### src/rtl/id_pkg.sv
// ---------------------------------------------------------------------------
// id_pkg: constants shared by the ID-stage scoreboard.
//   REG_AW           default register index width
//   FWD_SEL_REGFILE  forward-select value meaning "take operand from regfile"
//   FWD_EX / FWD_MEM forward-select stage indices for the EX and MEM results
// ---------------------------------------------------------------------------
package id_pkg;

    localparam int REG_AW          = 5;
    localparam int FWD_SEL_REGFILE = 0;
    localparam int FWD_EX          = 1;
    localparam int FWD_MEM         = 2;

endpackage : id_pkg

### src/rtl/id_sb_entry.sv
// ---------------------------------------------------------------------------
// id_sb_entry: busy/age/latency state for one architectural register.
//   clk, reset  clock and synchronous active-high reset
//   issue       a new producer of this register leaves ID this cycle
//   lat_in      clamped stage at which the new producer's result is forwardable
//   busy        an in-flight write to this register exists
//   age         stage the youngest producer currently occupies (1 = EX)
//   lat         stage at which that producer's result becomes forwardable
// ---------------------------------------------------------------------------
module id_sb_entry
    import id_pkg::*;
#(
    parameter int FWD_STAGES = 2,
    parameter int AGE_W      = $clog2(FWD_STAGES + 2)
) (
    input  logic             clk,
    input  logic             reset,
    input  logic             issue,
    input  logic [AGE_W-1:0] lat_in,
    output logic             busy,
    output logic [AGE_W-1:0] age,
    output logic [AGE_W-1:0] lat
);

    logic             busy_r;
    logic [AGE_W-1:0] age_r;
    logic [AGE_W-1:0] lat_r;

    // Entry state: a fresh issue always wins over retirement so the youngest
    // producer is tracked; otherwise the producer moves one stage per cycle
    // and drops out once it passes the last forwardable stage.
    always_ff @(posedge clk) begin
        if (reset) begin
            busy_r <= 1'b0;
            age_r  <= {AGE_W{1'b0}};
            lat_r  <= {AGE_W{1'b0}};
        end else if (issue) begin
            busy_r <= 1'b1;
            age_r  <= AGE_W'(FWD_EX);
            lat_r  <= lat_in;
        end else if (busy_r) begin
            if (age_r == AGE_W'(FWD_STAGES)) begin
                busy_r <= 1'b0;
            end else begin
                age_r <= age_r + AGE_W'(1);
            end
        end else begin
            busy_r <= busy_r;
        end
    end

    assign busy = busy_r;
    assign age  = age_r;
    assign lat  = lat_r;

endmodule : id_sb_entry

### src/rtl/id_scoreboard.sv
// ---------------------------------------------------------------------------
// id_scoreboard: ID-stage register scoreboard producing stall/bubble control
// and per-operand forward-stage selects for any forwarding depth.
//   clk, reset                 clock, synchronous active-high reset
//   id_valid, id_flush         real instruction in ID / kill it (no issue)
//   id_rs/_used, id_rt/_used   source operand indices and use flags
//   id_wr_en, id_wr_reg        destination write enable and index
//   id_lat                     stage at which the result becomes forwardable
//   stall, pc_ifid_write       hazard hold, and its inverse for PC/IF_ID
//   bubble                     clear control entering ID_EX
//   fwd_rs_sel, fwd_rt_sel     0 = regfile, k = result of stage k
//   busy_vec                   per-register in-flight bits (debug)
// Optional build macro ID_SCOREBOARD_STATS_EN adds stall_cycles and
// issue_count counters.
// ---------------------------------------------------------------------------
module id_scoreboard
#(
    parameter int NUM_REGS   = 32,
    parameter int REG_AW     = id_pkg::REG_AW,
    parameter int FWD_STAGES = 2,
    parameter int AGE_W      = $clog2(FWD_STAGES + 2)
) (
    input  logic                clk,
    input  logic                reset,
    input  logic                id_valid,
    input  logic                id_flush,
    input  logic [REG_AW-1:0]   id_rs,
    input  logic                id_rs_used,
    input  logic [REG_AW-1:0]   id_rt,
    input  logic                id_rt_used,
    input  logic                id_wr_en,
    input  logic [REG_AW-1:0]   id_wr_reg,
    input  logic [AGE_W-1:0]    id_lat,
    output logic                stall,
    output logic                pc_ifid_write,
    output logic                bubble,
    output logic [AGE_W-1:0]    fwd_rs_sel,
    output logic [AGE_W-1:0]    fwd_rt_sel,
`ifdef ID_SCOREBOARD_STATS_EN
    output logic [31:0]         stall_cycles,
    output logic [31:0]         issue_count,
`endif
    output logic [NUM_REGS-1:0] busy_vec
);

    import id_pkg::*;

    logic [NUM_REGS-1:0]            busy_s;
    logic [NUM_REGS-1:0][AGE_W-1:0] age_s;
    logic [NUM_REGS-1:0][AGE_W-1:0] lat_s;
    logic [AGE_W-1:0]               lat_eff_s;
    logic                           rs_live_s;
    logic                           rt_live_s;
    logic                           hazard_rs_s;
    logic                           hazard_rt_s;
    logic                           stall_s;
    logic                           issue_s;

    // Register 0 never holds an in-flight value.
    assign busy_s[0] = 1'b0;
    assign age_s[0]  = {AGE_W{1'b0}};
    assign lat_s[0]  = {AGE_W{1'b0}};

    for (genvar r = 1; r < NUM_REGS; r++) begin : g_entry
        id_sb_entry #(
            .FWD_STAGES (FWD_STAGES),
            .AGE_W      (AGE_W)
        ) u_entry (
            .clk    (clk),
            .reset  (reset),
            .issue  (issue_s && (id_wr_reg == REG_AW'(r))),
            .lat_in (lat_eff_s),
            .busy   (busy_s[r]),
            .age    (age_s[r]),
            .lat    (lat_s[r])
        );
    end

    // Latency clamp: a zero latency means "available after EX", anything
    // beyond the forwarding depth is only seen at the last forward stage.
    always_comb begin
        lat_eff_s = id_lat;
        if (id_lat == {AGE_W{1'b0}}) begin
            lat_eff_s = AGE_W'(FWD_EX);
        end else if (id_lat > AGE_W'(FWD_STAGES)) begin
            lat_eff_s = AGE_W'(FWD_STAGES);
        end else begin
            lat_eff_s = id_lat;
        end
    end

    // A source is "live" when it reads a register with an in-flight producer;
    // it is a hazard while that producer has not reached its result stage.
    always_comb begin
        rs_live_s   = id_rs_used && (id_rs != {REG_AW{1'b0}}) && busy_s[id_rs];
        rt_live_s   = id_rt_used && (id_rt != {REG_AW{1'b0}}) && busy_s[id_rt];
        hazard_rs_s = rs_live_s && (age_s[id_rs] < lat_s[id_rs]);
        hazard_rt_s = rt_live_s && (age_s[id_rt] < lat_s[id_rt]);
        // Flush dominates the hazard: a killed instruction never waits.
        stall_s     = id_valid && !id_flush && (hazard_rs_s || hazard_rt_s);
        issue_s     = id_valid && !id_flush && !stall_s && id_wr_en &&
                      (id_wr_reg != {REG_AW{1'b0}});
    end

    // Forward selects follow the producer's current stage directly, so the
    // datapath mux index equals the stage number.
    always_comb begin
        fwd_rs_sel = AGE_W'(FWD_SEL_REGFILE);
        fwd_rt_sel = AGE_W'(FWD_SEL_REGFILE);
        if (rs_live_s) begin
            fwd_rs_sel = age_s[id_rs];
        end else begin
            fwd_rs_sel = AGE_W'(FWD_SEL_REGFILE);
        end
        if (rt_live_s) begin
            fwd_rt_sel = age_s[id_rt];
        end else begin
            fwd_rt_sel = AGE_W'(FWD_SEL_REGFILE);
        end
    end

    assign stall         = stall_s;
    assign pc_ifid_write = !stall_s;
    assign bubble        = stall_s || id_flush;
    assign busy_vec      = busy_s;

`ifdef ID_SCOREBOARD_STATS_EN
    logic [31:0] stall_cycles_r;
    logic [31:0] issue_count_r;

    // Free-running event counters; they wrap naturally at 2^32.
    always_ff @(posedge clk) begin
        if (reset) begin
            stall_cycles_r <= 32'd0;
            issue_count_r  <= 32'd0;
        end else begin
            if (stall_s) begin
                stall_cycles_r <= stall_cycles_r + 32'd1;
            end else begin
                stall_cycles_r <= stall_cycles_r;
            end
            if (issue_s) begin
                issue_count_r <= issue_count_r + 32'd1;
            end else begin
                issue_count_r <= issue_count_r;
            end
        end
    end

    assign stall_cycles = stall_cycles_r;
    assign issue_count  = issue_count_r;
`endif

endmodule : id_scoreboard

### config.mk
export PLATFORM = sky130hd
export DESIGN_NAME = id_scoreboard
export DESIGN_NICKNAME = d
export VERILOG_FILES = /design/src/rtl/id_pkg.sv /design/src/rtl/id_sb_entry.sv /design/src/rtl/id_scoreboard.sv
export SDC_FILE = /design/constraint.sdc
export NUM_CORES = 1
export LEC_CHECK = 0
export CORE_AREA = 2 2 154 156
export CTS_CLUSTER_SIZE = 24
export DETAILED_ROUTE_END_ITERATION = 7
export DIE_AREA = 0 0 156 158
export SLEW_MARGIN = 5
export SYNTH_ARGS = -nofsm -noshare
export SYNTH_HDL_FRONTEND = slang
export SYNTH_HIERARCHICAL = 1
export SYNTH_SLANG_ARGS = --single-unit
### constraint.sdc
create_clock -name clk -period 6.61 [get_ports clk]
set_clock_uncertainty 0.1 [all_clocks]
set_input_delay 0.9915 -clock clk [delete_from_list [all_inputs] [get_ports clk]]
set_output_delay 0.9915 -clock clk [all_outputs]
set_load 0.02 [all_outputs]
==> results by group <==
Cells and area
  • End-of-flow core utilization: 51.6%
  • # diodes: 0
  • Nets@finish: 1,084
  • Synthesis-to-layout area growth: 16.9%
  • Final Non-Filler Cells: 1,328
  • Ratio of cells with drive above 1 in the final layout: 23.3%
  • Fill count: 2,064
  • Final instance area: 0.0119 mm²

STA
  • Fin. Hold Viols: 0
  • Minimum clock period: 6.25 ns
  • Final setup margin: 0.360 ns
  • Unrepaired setup endpoints after global routing: no
  • Worst-margin pin slew: 1.16 ns
  • Worst relative slew slack: 22.8%
  • WHS: 0.420 ns
  • Setup TNS Final: 0 ns
  • Max Freq: 0.160 GHz
  • Endpoints failing setup: 0
  • Slew Viols, Final: 0
  • Period utilization: 94.6%

Route
  • DR pass1 iterations: 7
  • DR WL/cell: 21.2 µm
  • DR vias: 7,903
  • DRC: 0
  • DR iter-0 viols: 630
  • Vias per cell: 5.95
  • Post-route ant nets: 0
  • Post-Route WL: 28.1 mm

Setup path
  • CP max stage delay: 0.62 ns
  • Setup crit start kind: input pin
  • Crit-path max FO: 15
  • Register-to-Register Path Depth: 14
  • Crit Path Class: input pin to output pin
  • Register-to-Register Setup Slack: 1.95 ns
  • Crit path capture: stall
  • Levels on crit path: 13
  • Most frequent CP cell: mux4_2
  • Delay-heaviest family, CP: buffers and inverters
  • Cell chain of the critical path: buf_2, buf_4, mux4_2, mux4_2, mux2_2, ha_1, nand2b_1, a41oi_1, o21ai_0, nand3_1, o32ai_4, and2_1, clkdlybuf4s50_1
  • CP Capture Type: output pin
  • R2R Path End: g_entry[10].u_entry/lat[0]
  • Worst r2r src: g_entry[30].u_entry/age[1]
  • Worst EP arrival: 5.16 ns
  • Slowest CP cell: clkdlybuf4s50_1
  • Crit path launch: id_rs[0]
  • Worst path bufs/invs: 3
  • WP data required: 5.52 ns

Power and ir drop
  • Lkg Pwr: 3.94 nW
  • Post-layout power: 2.13 mW
  • PD cells: 179 mW/mm²
  • Peak supply drop: 0.000121 V

Yosys
  • Gate Count Post-Synth: 927
  • Synth cell types: 60
  • Yosys reg bits: 155
  • Mapped Nets: 984
  • Leading cell types by count after synthesis: dfxtp_1 (155), nor2_1 (102), inv_1 (95)
  • Top-area cell type share of the netlist area: 30.5%
  • Top post-synthesis cells by area: dfxtp_1 (31%), mux4_2 (11%), mux2i_1 (8.9%), a2111oi_4 (8.4%), ha_1 (4.1%)
  • Synthesized area: 0.0102 mm²
  • Area leader, netlist: dfxtp_1
  • Sequential fraction of the synthesis area: 30.5%
  • Synthesis Warnings: 6
  • EDFF count, synth: 0
  • Share of flip-flops with an asynchronous set or reset: 0%
  • Count leader, synth: dfxtp_1
  • Synth Flop Type: dfxtp_1
  • Syn_area_per_cell: 11.0 µm²

GRT
  • Vias in the first global route: 7,481
  • Largest net degree at the start of global routing: 100
  • Global-route wire length before repair: 44.0 mm
  • Global-route usage over all layers: 23.5%
  • Initial antenna violation count: 0
  • Total grt overflow: 0

Floorplan
  • Placeable Area: 0.0231 mm²
  • Die Wd: 156 µm
  • FP Rows: 56
  • Total die area: 0.0246 mm²
  • Die height: 158 µm
  • Ports: 63
  • Initial Utilization: 44.1%

Clocking
  • Root Buffer: clkbuf_16
  • CTS tree: yes
  • Worst-path clk slew: 0.06 ns
  • Post-CTS Hold Buffers: 0
  • Post-CTS resize count: 0
  • H-tree levels: 4
  • Max Buffers Root-to-Sink: 2
  • Postcts setup bufs: 0
  • Clock Sinks: 155
  • Number of buffers created by CTS: 17
  • Worst skew pair latency: 0.43 ns

Status
  • Status: complete, no violations

Placed design
  • Final HPWL DP: 20.9 mm
  • Pre-CTS WS: 0.374 ns
  • Placed instance area: 0.0113 mm²
  • Port bufs: 60
  • DP Cell Count: 1,298
  • GPL Wtd Cong: 0.970

Run
  • Total of max-cap violations: 0

Hold path
  • Worst hold-check path type: flop to flop
==> metal layers <==
metal  track usage, %  vias to the layer above  wire length (µm)
li1                 -                     3695                 -
met1             31.8                     3901             12500
met2             38.2                      253             13100
met3             4.00                       54              1680
met4             8.48                        0               793
met5                0                        -                 0
==> how the worst min path moves through the flow <==
stage	from	depth (start not counted)	to	slack (ns)
floorplan	g_entry[12].u_entry/lat[0]	2	g_entry[12].u_entry/lat[0]	0.37
global placement	g_entry[19].u_entry/lat[0]	2	g_entry[19].u_entry/lat[0]	0.39
detailed placement	g_entry[3].u_entry/lat[1]	2	g_entry[3].u_entry/lat[1]	0.40
CTS	g_entry[18].u_entry/lat[1]	2	g_entry[18].u_entry/lat[1]	0.42
global route	g_entry[9].u_entry/lat[0]	2	g_entry[9].u_entry/lat[0]	0.44
finish	g_entry[9].u_entry/lat[0]	2	g_entry[9].u_entry/lat[0]	0.42
==> registers in the layout, indices dropped and copies added, names as in the netlist <==
signal	cells
g_entry.u_entry/age	62
g_entry.u_entry/lat	62
g_entry.u_entry/busy	31
==> final cells by class <==
class                           instances  area [µm²]  area share [%]
Multi-Input combinational cell        639        6420            54.0
Sequential cell                       155        3100            26.1
Timing Repair Buffer                  118        1050            8.87
Clock buffer                           19         443            3.72
Tap cell                              290         363            3.05
Inverter                               96         360            3.03
Clock inverter                         11         145            1.22
==> layout by cell type (no fill, tap or decap), types with 3 or more instances in the layout <==
master           netlist  final
buf_2                 10      4
and3b_2               31     31
clkdlybuf4s50_1        0     55
buf_4                  3     55
nand2_1               25     25
o21ai_0                3      3
mux4_1                14     14
nor2_1               102    102
nor3_1                26     26
clkbuf_16              0     17
a31oi_1                3      3
mux4_2                51     51
nand3_1               11     11
nand2b_1              35     35
mux2i_1               90     90
bufinv_16              0      3
ha_1                  33     33
nor4bb_1              31     31
a211oi_1              32     32
o211ai_1               3      3
buf_12                 3      3
nor2b_1               11     11
a21oi_1               33     33
dfxtp_1              155    155
nand3b_1               3      3
clkinv_2               0      3
a2111oi_4             31     31
a22o_1                 4      4
mux2_2                22     22
nor4_1                 7      7
inv_1                 95     95
clkinvlp_4             0      3
==> cells by family after synthesis <==
group	synth area share, %
simple gates	17.1
mux	26.4
flops	30.5
buf+inv	6.36
compound gates	15.5
fa+ha+maj	4.06
other cells	0.0369
==> power breakdown <==
part	switching, mW	internal (mW)
clock	0.400	0.599
combinational	0.114	0.0736
sequential	0.00559	0.938
total	0.520	1.61
==> worst min-delay path: stages (launching register included) <==
cell	delay, ns
dfxtp_1	0.34
mux2i_1	0.07
nor2_1	0.07
(Power assumes the default switching activity.)
